<file path="src/rtl/lms_pkg.sv">
// Shared types, widths and the saturating resize for the LMS MAC/update block.
// Defining LMS_LEAK_EN selects the leaky coefficient update.
package lms_pkg;

    localparam int XW   = 8;
    localparam int WW   = 16;
    localparam int FRAC = 8;
    localparam int ACCW = XW + WW + 2;
    localparam int UPW  = XW + WW;

`ifdef LMS_LEAK_EN
    localparam bit LEAK_EN = 1'b1;
`else
    localparam bit LEAK_EN = 1'b0;
`endif

    typedef enum logic [2:0] {
        StIdle,
        StMac,
        StErr,
        StUpd,
        StDone
    } state_e;

    // Clamp an accumulator-width value into the coefficient range.
    function automatic logic signed [WW-1:0] sat_ww(input logic signed [ACCW-1:0] v);
        logic signed [WW-1:0] r;
        if (v[ACCW-1:WW-1] == {(ACCW-WW+1){1'b0}} || v[ACCW-1:WW-1] == {(ACCW-WW+1){1'b1}}) begin
            r = v[WW-1:0];
        end else if (v[ACCW-1]) begin
            r = {1'b1, {(WW-1){1'b0}}};
        end else begin
            r = {1'b0, {(WW-1){1'b1}}};
        end
        return r;
    endfunction

endpackage

</file>
<file path="src/rtl/lms_sat_add.sv">
// Signed add of two wide operands with the result clamped to OUTW bits.
module lms_sat_add #(
    parameter int INW  = lms_pkg::UPW,
    parameter int OUTW = lms_pkg::WW
) (
    input  logic signed [INW-1:0]  a,
    input  logic signed [INW-1:0]  b,
    output logic signed [OUTW-1:0] sum
);

    logic signed [INW:0]      full;
    logic        [INW-OUTW+1:0] hi;

    always_comb begin
        full = {a[INW-1], a} + {b[INW-1], b};
        hi   = full[INW:OUTW-1];
        if (hi == '0 || hi == '1) begin
            sum = full[OUTW-1:0];
        end else if (full[INW]) begin
            sum = {1'b1, {(OUTW-1){1'b0}}};
        end else begin
            sum = {1'b0, {(OUTW-1){1'b1}}};
        end
    end

endmodule

</file>
<file path="src/rtl/lms_mac_update.sv">
// 4-tap LMS filter/update using one shared multiplier sequenced by a small FSM.
// Leaky update is selected at build time with LMS_LEAK_EN.
module lms_mac_update
    import lms_pkg::*;
#(
    parameter int MU_SHIFT   = 4,
    parameter int LEAK_SHIFT = 8
) (
    input  logic                 clk,
    input  logic                 rst,
    input  logic                 in_valid,
    output logic                 in_ready,
    input  logic signed [XW-1:0] x0,
    input  logic signed [XW-1:0] x1,
    input  logic signed [XW-1:0] x2,
    input  logic signed [XW-1:0] x3,
    input  logic signed [XW-1:0] d,
    input  logic                 adapt_en,
    output logic                 out_valid,
    output logic signed [WW-1:0] y,
    output logic signed [WW-1:0] e,
    output logic signed [WW-1:0] w0,
    output logic signed [WW-1:0] w1,
    output logic signed [WW-1:0] w2,
    output logic signed [WW-1:0] w3
);

    state_e state_q, state_d;
    logic [1:0]              idx_q;
    logic signed [XW-1:0]    x_q [4];
    logic signed [XW-1:0]    d_q;
    logic                    adapt_q;
    logic signed [ACCW-1:0]  acc_q;
    logic signed [WW-1:0]    y_q, e_q;
    logic signed [WW-1:0]    w_q [4];

    logic                    accept;
    logic signed [WW-1:0]    mul_a;
    logic signed [XW-1:0]    mul_b;
    logic signed [UPW-1:0]   prod;
    logic signed [ACCW-1:0]  prod_ext;
    logic signed [WW-1:0]    y_new, e_new, w_new;
    logic signed [UPW-1:0]   err_a, err_b, w_ext, upd_a, upd_b;

    assign in_ready  = (state_q == StIdle);
    assign out_valid = (state_q == StDone);
    assign accept    = in_valid && in_ready;

    // The single multiplier takes w_idx during MAC and the error during UPD.
    always_comb begin
        mul_a    = (state_q == StUpd) ? e_q : w_q[idx_q];
        mul_b    = x_q[idx_q];
        prod     = UPW'(mul_a) * UPW'(mul_b);
        prod_ext = ACCW'(prod);
        y_new    = sat_ww(acc_q >>> FRAC);
        err_a    = UPW'(d_q);
        err_b    = -UPW'(y_new);
        w_ext    = UPW'(w_q[idx_q]);
        upd_a    = LEAK_EN ? (w_ext - (w_ext >>> LEAK_SHIFT)) : w_ext;
        upd_b    = prod >>> MU_SHIFT;
    end

    lms_sat_add #(
        .INW  (UPW),
        .OUTW (WW)
    ) u_err_add (
        .a   (err_a),
        .b   (err_b),
        .sum (e_new)
    );

    lms_sat_add #(
        .INW  (UPW),
        .OUTW (WW)
    ) u_upd_add (
        .a   (upd_a),
        .b   (upd_b),
        .sum (w_new)
    );

    always_comb begin
        state_d = state_q;
        unique case (state_q)
            StIdle:  if (accept) state_d = StMac;
            StMac:   if (idx_q == 2'd3) state_d = StErr;
            StErr:   state_d = adapt_q ? StUpd : StDone;
            StUpd:   if (idx_q == 2'd3) state_d = StDone;
            StDone:  state_d = StIdle;
            default: state_d = StIdle;
        endcase
    end

    always_ff @(posedge clk or posedge rst) begin
        if (rst) begin
            state_q <= StIdle;
        end else begin
            state_q <= state_d;
        end
    end

    always_ff @(posedge clk or posedge rst) begin
        if (rst) begin
            idx_q   <= '0;
            d_q     <= '0;
            adapt_q <= 1'b0;
            acc_q   <= '0;
            y_q     <= '0;
            e_q     <= '0;
            for (int i = 0; i < 4; i++) begin
                x_q[i] <= '0;
                w_q[i] <= '0;
            end
        end else begin
            case (state_q)
                StIdle: begin
                    if (accept) begin
                        x_q[0]  <= x0;
                        x_q[1]  <= x1;
                        x_q[2]  <= x2;
                        x_q[3]  <= x3;
                        d_q     <= d;
                        adapt_q <= adapt_en;
                        acc_q   <= '0;
                        idx_q   <= '0;
                    end
                end
                StMac: begin
                    acc_q <= acc_q + prod_ext;
                    idx_q <= idx_q + 2'd1;
                end
                StErr: begin
                    y_q   <= y_new;
                    e_q   <= e_new;
                    idx_q <= '0;
                end
                StUpd: begin
                    w_q[idx_q] <= w_new;
                    idx_q      <= idx_q + 2'd1;
                end
                default: ;
            endcase
        end
    end

    assign y  = y_q;
    assign e  = e_q;
    assign w0 = w_q[0];
    assign w1 = w_q[1];
    assign w2 = w_q[2];
    assign w3 = w_q[3];

endmodule

</file>
<file path="config.mk">
export PLATFORM = sky130hd
export DESIGN_NAME = lms_mac_update
export DESIGN_NICKNAME = d
export VERILOG_FILES = /design/src/rtl/lms_pkg.sv /design/src/rtl/lms_sat_add.sv /design/src/rtl/lms_mac_update.sv
export SDC_FILE = /design/constraint.sdc
export NUM_CORES = 1
export LEC_CHECK = 0
export CELL_PAD_IN_SITES_DETAIL_PLACEMENT = 0
export CELL_PAD_IN_SITES_GLOBAL_PLACEMENT = 2
export CORE_UTILIZATION = 25
export DETAILED_ROUTE_END_ITERATION = 7
export GPL_TIMING_DRIVEN = 0
export PLACE_DENSITY = 0.64
export SLEW_MARGIN = 0
export SYNTH_ARGS = -nofsm -noshare
export SYNTH_HDL_FRONTEND = slang
export SYNTH_HIERARCHICAL = 1
export SYNTH_SLANG_ARGS = --single-unit
</file>
<file path="constraint.sdc">
create_clock -name clk -period 8.4 [get_ports clk]
set_clock_uncertainty 0.15 [all_clocks]
set_input_delay 1.68 -clock clk [delete_from_list [all_inputs] [get_ports clk]]
set_output_delay 1.68 -clock clk [all_outputs]
set_load 0.03 [all_outputs]
</file>
==> summary.txt, run 1 <==
Cells and area
  • FILL cells: 6711
  • Final instance area: 21900 um2
  • Final Util: 34.0%
  • Nets: 2310
  • Diode count: 0
  • Area growth, synth to finish: 34.1%
  • Layout cells sized above 1: 22.3%

Clock tree
  • Post-cts hold buffer count: 0
  • CTS Buf Count: 17
  • Clk root buf: clkbuf_16
  • Reg clk slew, reported paths: 70 ps
  • Worst skew pair latency: 450 ps
  • CTS tree: built
  • CTS Buffer Depth: 2
  • H-tree depth: 4
  • Clk sinks: approximately 170

Timing
  • Unrepaired setup endpoints after global routing: true
  • Fin crit share: 103%
  • Worst Max-Slew Pin Slew: 1080 ps
  • Hold slack: 331 ps
  • Worst setup margin: -249 ps
  • Setup Viol. Count Final: 60
  • Max Transition Viols Final: 0
  • Slew HR: 27.9%
  • Achievable Freq: 116 MHz
  • Crit path time final: 8650 ps
  • Hold Fails Final Rpt: 0

Worst setup path
  • CP peak stage delay: 580 ps
  • CP endpoint kind: register
  • Reg2Reg Setup Slack: -250 ps
  • Worst setup path category: register to register
  • Worst path slowest cell: fa_1
  • Req. time, crit path: around 8600 ps
  • Reg2reg start: idx_q[1]
  • Setup crit start kind: register
  • Arrival time of the worst setup path: 8830 ps
  • Worst-path fanout max: 10
  • Crit path from: idx_q[1]

Yosys
  • Post-synthesis mux area share: 11.7%
  • Yosys cell types: 79
  • Async S/R FF share, synth: 100%
  • Gate Count Post-Synth: 1773
  • Yosys Warn Count: 6
  • Leading register cell type out of synthesis: dfrtp_1
  • Syn Std Cell Area: 16300 um2
  • Compound-Gate Fraction of Synth Area: between 10% and 20%
  • Synth Area in Simple Gates: 14.7%
  • Syn_nets: ~2000
  • Post-Synth XOR/XNOR Area: between 4 and 5%
  • EDFF count, synth: 0
  • Seq/Total Area, Yosys: 25.7%
  • Dominant cells by area after synthesis: dfrtp_1 26%, fa_1 13%, ha_1 9.4%
  • Largest family of logic cells by synthesized area: adder cells
  • Yosys top cell area share: 25.7%
  • Mean post-synth cell area: 9.21 um2
  • Number of synthesized register bits: 168
  • Adder-cell share of the synthesized area: 22.4%
  • Top cell type by total area after synthesis: dfrtp_1

Detailed routing
  • DRT Wirelength: around 58 mm
  • Remaining DRCs: 0
  • Antenna-violating nets left: 0
  • Via/cell ratio: around 4.8
  • Wire length per cell: 19.9 um
  • DR pass1 iterations: 5
  • Vias: 13900
  • Drt first-iter violations: ~700

Placed design
  • Dpl cell area: 18900 um2
  • Detail Placement HPWL: 45.1 mm
  • Port bufs: approximately 140
  • GPL Wtd Cong: 0.852
  • Pre-CTS setup slack: -2870 ps

Floorplan
  • Rows: 93
  • Starting Density: 25.3%
  • Core Region: 64500 um2
  • Die W: 258 um
  • DIE AREA: 66400 um2
  • Die Ht: 258 um
  • Io pins: around 140

GRT
  • Initial antenna violation count: 0
  • Remaining Overflow, GRT: 0
  • GRT Resource Usage Total: 17.6%
  • Met3 Usage GRT: under 10%
  • Top Usage Layer GRT: met2
  • Met2 usage: 28.5%
  • First-pass GRT wire length: 89.3 mm
  • Vias in the first global route: 14500
  • GR Util met1: 23.5%
  • Pin count of the biggest net entering global routing: 100

Hold path
  • Worst Hold Launch: y[4]
  • HP Class: register to register

Outcome
  • Failing checks: setup timing
  • Outcome: finished, violations left

Job
  • Total of max-cap violations: 0
==> logic make-up after synthesis <==
kind of cell,Yosys count
buf+inv,236
compound gates,373
flops,168
fa+ha+maj,229
xor+xnor,82
simple gates,528
mux,157
==> metal layers <==
metal / routed length [um] / up-vias / share of wire, %
met1: 26700 / 6975 / 46
met2: 26800 / 255 / 46
li1: - / 6645 / -
met3: 2760 / 48 / 4.8
met5: 0 / - / 0
met4: 1530 / 0 / 2.6
==> final cells by class <==
| type | count | area [um2] | share of cell area, % |
|---|---|---|---|
| Buffer | 54 | 405 | 1.85 |
| Clock buffer | 18 | 439 | 2.01 |
| Clock inverter | 14 | 149 | 0.680 |
| Inverter | 178 | 683 | 3.12 |
| Multi-Input combinational cell | 1369 | 12400 | 56.7 |
| Sequential cell | 168 | 4200 | 19.2 |
| Tap cell | 855 | 1070 | 4.88 |
| Timing Repair Buffer | 249 | 2540 | 11.6 |
==> layout by cell type (no fill, tap or decap), drive strengths merged, types with 6 or more instances in the layout <==
cell type,n
nor2,173
a21oi,112
and3,13
nand2b,29
clkbuf,56
nand4,6
nor2b,27
buf,124
mux2i,28
or3,11
ha,123
o22ai,19
o21ai,116
fa,106
o211ai,6
xnor2,47
nand3,29
mux4,16
dfrtp,168
inv,188
a31oi,10
o21bai,13
or2,8
and2,13
clkdlybuf4s50,141
nor3,22
mux2,113
a211oi,11
xor2,34
nand2,181
a21o,24
o21a,9
==> state kept, by name (all words and copies together), names as in the netlist <==
signal	flops
acc_q	26
adapt_q	1
d_q	8
e	16
idx_q	2
state_q	3
w0	16
w1	16
w2	16
w3	16
x_q	32
y	16
==> worst max-delay path: cells and delay by family, from the launching register on <==
kind	cells	cell delay, ps
AOI/OAI and AO/OA	12	2710
adders and majority gates	6	2480
buffers and inverters	8	1130
and+or+nand+nor	6	810
muxes	2	650
DFF	1	410
xor gates and xnor gates	1	180
==> stage by stage <==
step / instances / setup TNS (ps)
2_1_floorplan: 1773 / 0
5_1_grt: 2905 / -27210
3_3_place_gp: 2769 / -272960
4_1_cts: 2877 / -21620
3_5_place_dp: 2770 / -185120
6_report: 2905 / -12750
==> path summary, 6_finish.rpt <==
kind	depth (start not counted)	to
setup / recovery	35	w3[0]
hold / removal	2	y[4]
setup reg to reg	35	w3[0]
hold reg to reg	2	y[4]
max in group asynchronous	3	w0[12]
min in group asynchronous	2	d_q[1]
==> what timing repair did <==
item	in CTS	in global routing
endpoints found under the setup margin	75	68
pin swaps	50	31
buffers inserted	73	30
resized for setup	209	73
cloned	3	1
==> cell usage after synthesis, types with 31 or more instances <==
cell,instances
nand2_1,180
inv_1,177
nor2_1,173
dfrtp_1,168
ha_1,123
mux2_2,111
a21oi_1,109
fa_1,106
o21ai_0,67
clkbuf_1,48
xnor2_1,47
xor2_1,34
o21ai_1,31
Power of run 1 is left out: the tool's default activity adds up to more than one toggle a clock period on the data nets, which glitch-free logic cannot reach.
==> run 2, diff against run 1 <==
--- a/config.mk
+++ b/config.mk
@@ -9,8 +9,9 @@
 export CELL_PAD_IN_SITES_GLOBAL_PLACEMENT = 2
 export CORE_UTILIZATION = 25
 export DETAILED_ROUTE_END_ITERATION = 7
+export DONT_BUFFER_PORTS = 1
 export GPL_TIMING_DRIVEN = 0
-export PLACE_DENSITY = 0.64
+export PLACE_DENSITY = 0.59
 export SLEW_MARGIN = 0
 export SYNTH_ARGS = -nofsm -noshare
 export SYNTH_HDL_FRONTEND = slang
==> run 2 against run 1 <==
  * Final area fell by 7.0%
  * Critical endpoint is now w1[4]
  * Clock-buffer cell count fell by 1
  * Final cell count fell by 5.1%
  * Setup slack got worse by 260 ps
  * First-iteration DRC count fell by 6.1%
  * The flow still finishes with violations (setup timing)
  * Wire length rose by 0.69%
==> summary.txt, run 2 (synthesized netlist as in run 1, its figures left out) <==
Outcome
  • Outcome: finished, violations left
  • Failing checks: setup timing

Detailed routing
  • Drt first-iter violations: 646 (-6.1%)
  • Top Layer Used: met4
  • DR pass1 iterations: 4 (-1)
  • Wire length per cell: 21.1 um (+6.1%)
  • DRT Wirelength: 58.1 mm (+0.69%)
  • Metal-1 WL: 26.5 mm (-0.40%)
  • Vias: 13400 (-3.6%)
  • Via/cell ratio: 4.87 (+1.6%)
  • Antenna-violating nets left: 0 (unchanged)
  • Met2 routed wirelength: 27.1 mm (+1.0%)
  • Met3 routed WL: 3.34 mm (+21%)
  • Remaining DRCs: 0 (unchanged)

Clock tree
  • Reg clk slew, reported paths: 80 ps (about the same)
  • H-tree depth: 4 (unchanged)
  • Worst skew pair latency: 460 ps (about the same)
  • CTS tree: built
  • CTS Buf Count: 17 (unchanged)
  • Clk sinks: 168 (unchanged)
  • CTS Buffer Depth: 2 (unchanged)
  • Post-cts hold buffer count: 0 (unchanged)
  • Clk root buf: clkbuf_16

Timing
  • Worst setup margin: -509 ps (-261 ps)
  • Achievable Freq: 112 MHz (-2.9%)
  • Unrepaired setup endpoints after global routing: true
  • Worst Max-Slew Pin Slew: 1190 ps (+113 ps)
  • Max Transition Viols Final: 0 (unchanged)
  • Slew HR: 19.7% (-8.2 points)
  • Fin crit share: 106% (+3.1 points)
  • Setup Viol. Count Final: 60 (unchanged)
  • Setup tns final: -26970 ps (-14220 ps)
  • Crit path time final: 8910 ps (+261 ps)
  • Hold slack: 356 ps (+24.2 ps)
  • Hold Fails Final Rpt: 0 (unchanged)

Cells and area
  • Area growth, synth to finish: 24.7%
  • Max reg flops: 32 (unchanged)
  • Largest registers: x_q (32), acc_q (26)
  • Nets: 2163 (-6.4%)
  • Layout cells sized above 1: 22.9% (+0.52 points)
  • Final Util: 31.6% (-2.4 points)
  • Top reg by flops: x_q
  • Most frequent cells in the layout: 177 x nand2_1, 170 x inv_1, 168 x nor2_1, 166 x dfrtp_1, 106 x ha_1
  • Diode count: 0 (unchanged)
  • Leading cell type in the layout, fill and taps excluded: nand2_1

Placed design
  • Port bufs: 0 (-100%)
  • GPL Wtd Cong: 0.820 (-3.8%)
  • Detail Placement HPWL: 46.0 mm (+1.9%)

Floorplan
  • Die Ht: 258 um (unchanged)
  • Core Region: 64500 um2 (unchanged)
  • DIE AREA: 66400 um2 (unchanged)
  • Io pins: 142 (unchanged)
  • Starting Density: 25.3% (unchanged)
  • Die W: 258 um (unchanged)
  • Rows: 93 (unchanged)

GRT
  • Vias in the first global route: 13900 (-4.2%)
  • Initial antenna violation count: 2 (+2)
  • GRT Resource Usage Total: 17.5% (-0.078 points)
  • First-pass GRT wire length: 88.2 mm (-1.3%)
  • Pin count of the biggest net entering global routing: 100 (unchanged)
  • Remaining Overflow, GRT: 0 (unchanged)

Hold path
  • HP Class: register to register

Worst setup path
  • Worst path slowest cell: mux4_2
  • Worst setup path category: register to register
  • CP endpoint kind: register
  • Arrival time of the worst setup path: 9140 ps (+310 ps)
  • CP peak stage delay: 580 ps (about the same)
  • Setup crit start kind: register
  • Req. time, crit path: 8630 ps (+50 ps)
  • Worst-path fanout max: 5 (-5)

Job
  • Total of max-cap violations: 0 (unchanged)
-- run 2: cell types whose count changed in the layout (fill, tap and decap cells not counted), sizes merged --
cell / delta
clkinv: +6
clkinvlp: -1
clkbuf: +8
buf: -15
inv: -4
clkdlybuf4s50: -141
-- run 2: critical path: cells and delay by family, from the launching register on --
kind | cells | cell delay [ps]
flip-flops | 1 | 400
buffers and inverters | 11 | 1190
adder cells (fa/ha/maj) | 6 | 2460
XOR/XNOR | 1 | 130
AND/OR/NAND/NOR | 3 | 530
multiplexers | 3 | 1010
AO/OA/AOI/OAI | 12 | 2940
-- run 2: what timing repair did --
item                                    CTS  global route
gates resized for setup                 209            53
gates cloned                              4             0
pin swaps                                59            36
endpoints found under the setup margin   75            69
setup buffers                            75            21
-- run 2: final timing paths --
check | startpoint | to | slack [ps] | cells after the start
hold reg to reg | x_q[16] | x_q[16] | 360 | 1
max in group asynchronous | rst | w2[14] | 6230 | 2
setup reg to reg | idx_q[0] | w1[4] | -510 | 36
setup / recovery | idx_q[0] | w1[4] | -510 | 36
min in group asynchronous | rst | d_q[4] | 980 | 1
hold / removal | x_q[16] | x_q[16] | 360 | 1
-- run 2: final cells by class --
class | instances | area (um2)
Multi-Input combinational cell | 1369 | 12300
Buffer | 55 | 444
Timing Repair Buffer | 101 | 1030
Inverter | 178 | 688
Clock inverter | 15 | 191
Sequential cell | 168 | 4210
Fill cell | 6825 | 44100
Clock buffer | 17 | 425
Tap cell | 855 | 1070
-- run 2: layer usage --
layer | track usage (%) | vias to the layer above
li1 | - | 6358
met1 | 23.3 | 6776
met2 | 28.3 | 251
met3 | 4.11 | 41
met4 | 5.10 | 0
met5 | 0 | -
-- run 2: per-stage QoR --
stage / worst slack [ps] / instance area [um2] / std cells
3_3_place_gp: -2890 / 17500 / 2628
4_1_cts: -575 / 20000 / 2738
3_5_place_dp: -2840 / 17500 / 2629
2_1_floorplan: 15.7 / 16400 / 1773
5_1_grt: -761 / 20400 / 2758
6_report: -509 / 20400 / 2758
Power of run 2 is left out for the same reason.
==> run 3, diff against run 2 <==
--- a/config.mk
+++ b/config.mk
@@ -5,6 +5,7 @@
 export SDC_FILE = /design/constraint.sdc
 export NUM_CORES = 1
 export LEC_CHECK = 0
+export CAP_MARGIN = 20
 export CELL_PAD_IN_SITES_DETAIL_PLACEMENT = 0
 export CELL_PAD_IN_SITES_GLOBAL_PLACEMENT = 2
 export CORE_UTILIZATION = 25
==> run 3 against run 2 <==
  * The run still ends with setup timing left
  * Sequential cell count did not move
  * Global-route usage hardly changed
  * Core utilization shrank 0.33 points
  * Final area shrank 1.0%
  * First-iteration DRC count down 3.7%
  * Worst hold slack is essentially flat
  * Wire length down 0.77%
  * Critical endpoint is now w1[14]
==> summary.txt, run 3 (synthesized netlist as in run 1, its figures left out) <==
Outcome
  • Outcome: finished, violations left
  • Failing checks: setup timing

GRT
  • Vias in the first global route: 14000 (+0.37%)
  • Remaining Overflow, GRT: 0 (unchanged)
  • First-pass GRT wire length: 87.9 mm (-0.33%)
  • GRT Resource Usage Total: 17.5% (-0.050 points)
  • Pin count of the biggest net entering global routing: 100 (unchanged)
  • Initial antenna violation count: 1 (-1)

Clock tree
  • CTS Buf Count: 17 (unchanged)
  • CTS tree: built
  • Reg clk slew, reported paths: 70 ps (about the same)
  • Worst skew pair latency: 450 ps (about the same)
  • Post-cts hold buffer count: 0 (unchanged)
  • H-tree depth: 4 (unchanged)
  • Clk sinks: 168 (unchanged)
  • CTS Buffer Depth: 2 (unchanged)
  • Clk root buf: clkbuf_16

Cells and area
  • Diode count: 0 (unchanged)
  • Largest registers: x_q (32), acc_q (26)
  • Non-filler cells, final: 2747 (-0.40%)
  • Top reg by flops: x_q
  • FILL cells: 6915 (+1.3%)
  • Most frequent cells in the layout: 179 x nand2_1, 168 x inv_1, 168 x dfrtp_1, 167 x nor2_1, 105 x fa_1
  • Max reg flops: 32 (unchanged)
  • Leading cell type in the layout, fill and taps excluded: nand2_1
  • Area growth, synth to finish: 23.4%
  • Layout cells sized above 1: 22.8% (-0.079 points)
  • Nets: 2152 (-0.51%)
  • Final instance area: 20200 um2 (-1.0%)

Floorplan
  • Rows: 93 (unchanged)
  • Die Ht: 258 um (unchanged)
  • Starting Density: 25.3% (unchanged)
  • Io pins: 142 (unchanged)
  • Core Region: 64500 um2 (unchanged)
  • Die W: 258 um (unchanged)
  • DIE AREA: 66400 um2 (unchanged)

Placed design
  • Port bufs: 0 (unchanged)
  • GPL Wtd Cong: 0.820 (unchanged)
  • Placed cell count: 2631 (+0.076%)
  • Dpl cell area: 17500 um2 (about the same)
  • Detail Placement HPWL: 46.0 mm (about the same)
  • Pre-CTS setup slack: -2860 ps (-14.7 ps)

Detailed routing
  • Remaining DRCs: 0 (unchanged)
  • Via/cell ratio: 4.89 (+0.36%)
  • DR pass1 iterations: 4 (unchanged)
  • Vias: 13400 (-0.045%)
  • Wire length per cell: 21.0 um (-0.37%)
  • DRT Wirelength: 57.7 mm (-0.77%)
  • Antenna-violating nets left: 0 (unchanged)
  • Drt first-iter violations: 622 (-3.7%)

Hold path
  • HP Class: register to register

Worst setup path
  • Top Family by Delay on Critical Path: adder cells
  • Crit path buf inv count: 7 (-4)
  • Worst-path fanout max: 5 (unchanged)
  • CP endpoint kind: register
  • Setup crit start kind: register
  • Req. time, crit path: 8590 ps (-40 ps)
  • Arrival time of the worst setup path: 9010 ps (-130 ps)
  • CP peak stage delay: 560 ps (-20 ps)
  • Worst setup path category: register to register
  • Worst path slowest cell: fa_1
  • CP most frequent cell: fa_1

Timing
  • Slew HR: 25.7% (+6.0 points)
  • Hold Fails Final Rpt: 0 (unchanged)
  • Achievable Freq: 113 MHz (+1.0%)
  • Max Transition Viols Final: 0 (unchanged)
  • Crit path time final: 8820 ps (-90.4 ps)
  • Setup Viol. Count Final: 60 (unchanged)
  • Unrepaired setup endpoints after global routing: true
  • Worst Max-Slew Pin Slew: 1110 ps (-82.5 ps)
  • Worst setup margin: -419 ps (+90.4 ps)
  • Fin crit share: 105% (-1.1 points)

Job
  • Total of max-cap violations: 0 (unchanged)
run 3: cell count changes in the layout (fill, tap and decap cells not counted), sizes merged:
cell      before  now
clkinvlp       0    3
clkinv         9    3
bufinv         0    3
clkbuf        64   66
buf          109   97
inv          184  183
run 3: final cells by class:
type,count,area [um2],share of cell area (%)
plain buffers,55,423,2.10
clock buffers,18,429,2.13
clock inverters,14,188,0.931
inverters,178,681,3.38
multi-input cells,1369,12300,61.1
flip-flops and latches,168,4200,20.9
well taps,855,1070,5.31
repair buffers,90,845,4.19
run 3: metrics by stage:
stage                     hold WS, ps  setup TNS [ps]  utilization [%]
after CTS                         360          -25110             30.7
after floorplan                   325               0                -
final                             355          -23640             31.3
after global routing              376          -38880             31.3
after global placement            337         -201000             27.1
after detailed placement          344         -179710             27.2
run 3: final timing paths:
| kind | cells past startpoint | start | end | slack, ps |
|---|---|---|---|---|
| max | 32 | idx_q[0] | w1[14] | -420 |
| min | 1 | x_q[16] | x_q[16] | 360 |
| max reg2reg | 32 | idx_q[0] | w1[14] | -420 |
| min reg2reg | 1 | x_q[16] | x_q[16] | 360 |
| max in group asynchronous | 2 | rst | w3[10] | 6240 |
| min in group asynchronous | 1 | rst | y[15] | 970 |
run 3: routing by layer:
metal / up-vias / part of all wire [%] / global-route usage [%]
met5: - / 0 / 0
li1: 6334 / - / -
met4: 0 / 2.6 / 5.72
met3: 51 / 6.0 / 3.85
met1: 6736 / 45 / 23.2
met2: 299 / 46 / 28.1
run 3: timing repair:
action | 4_1_cts | 5_1_grt
cloned | 2 | 1
endpoints found under the setup margin | 75 | 69
resized for setup | 201 | 47
pin swaps | 63 | 32
setup buffers | 69 | 15
Power of run 3 is left out for the same reason.
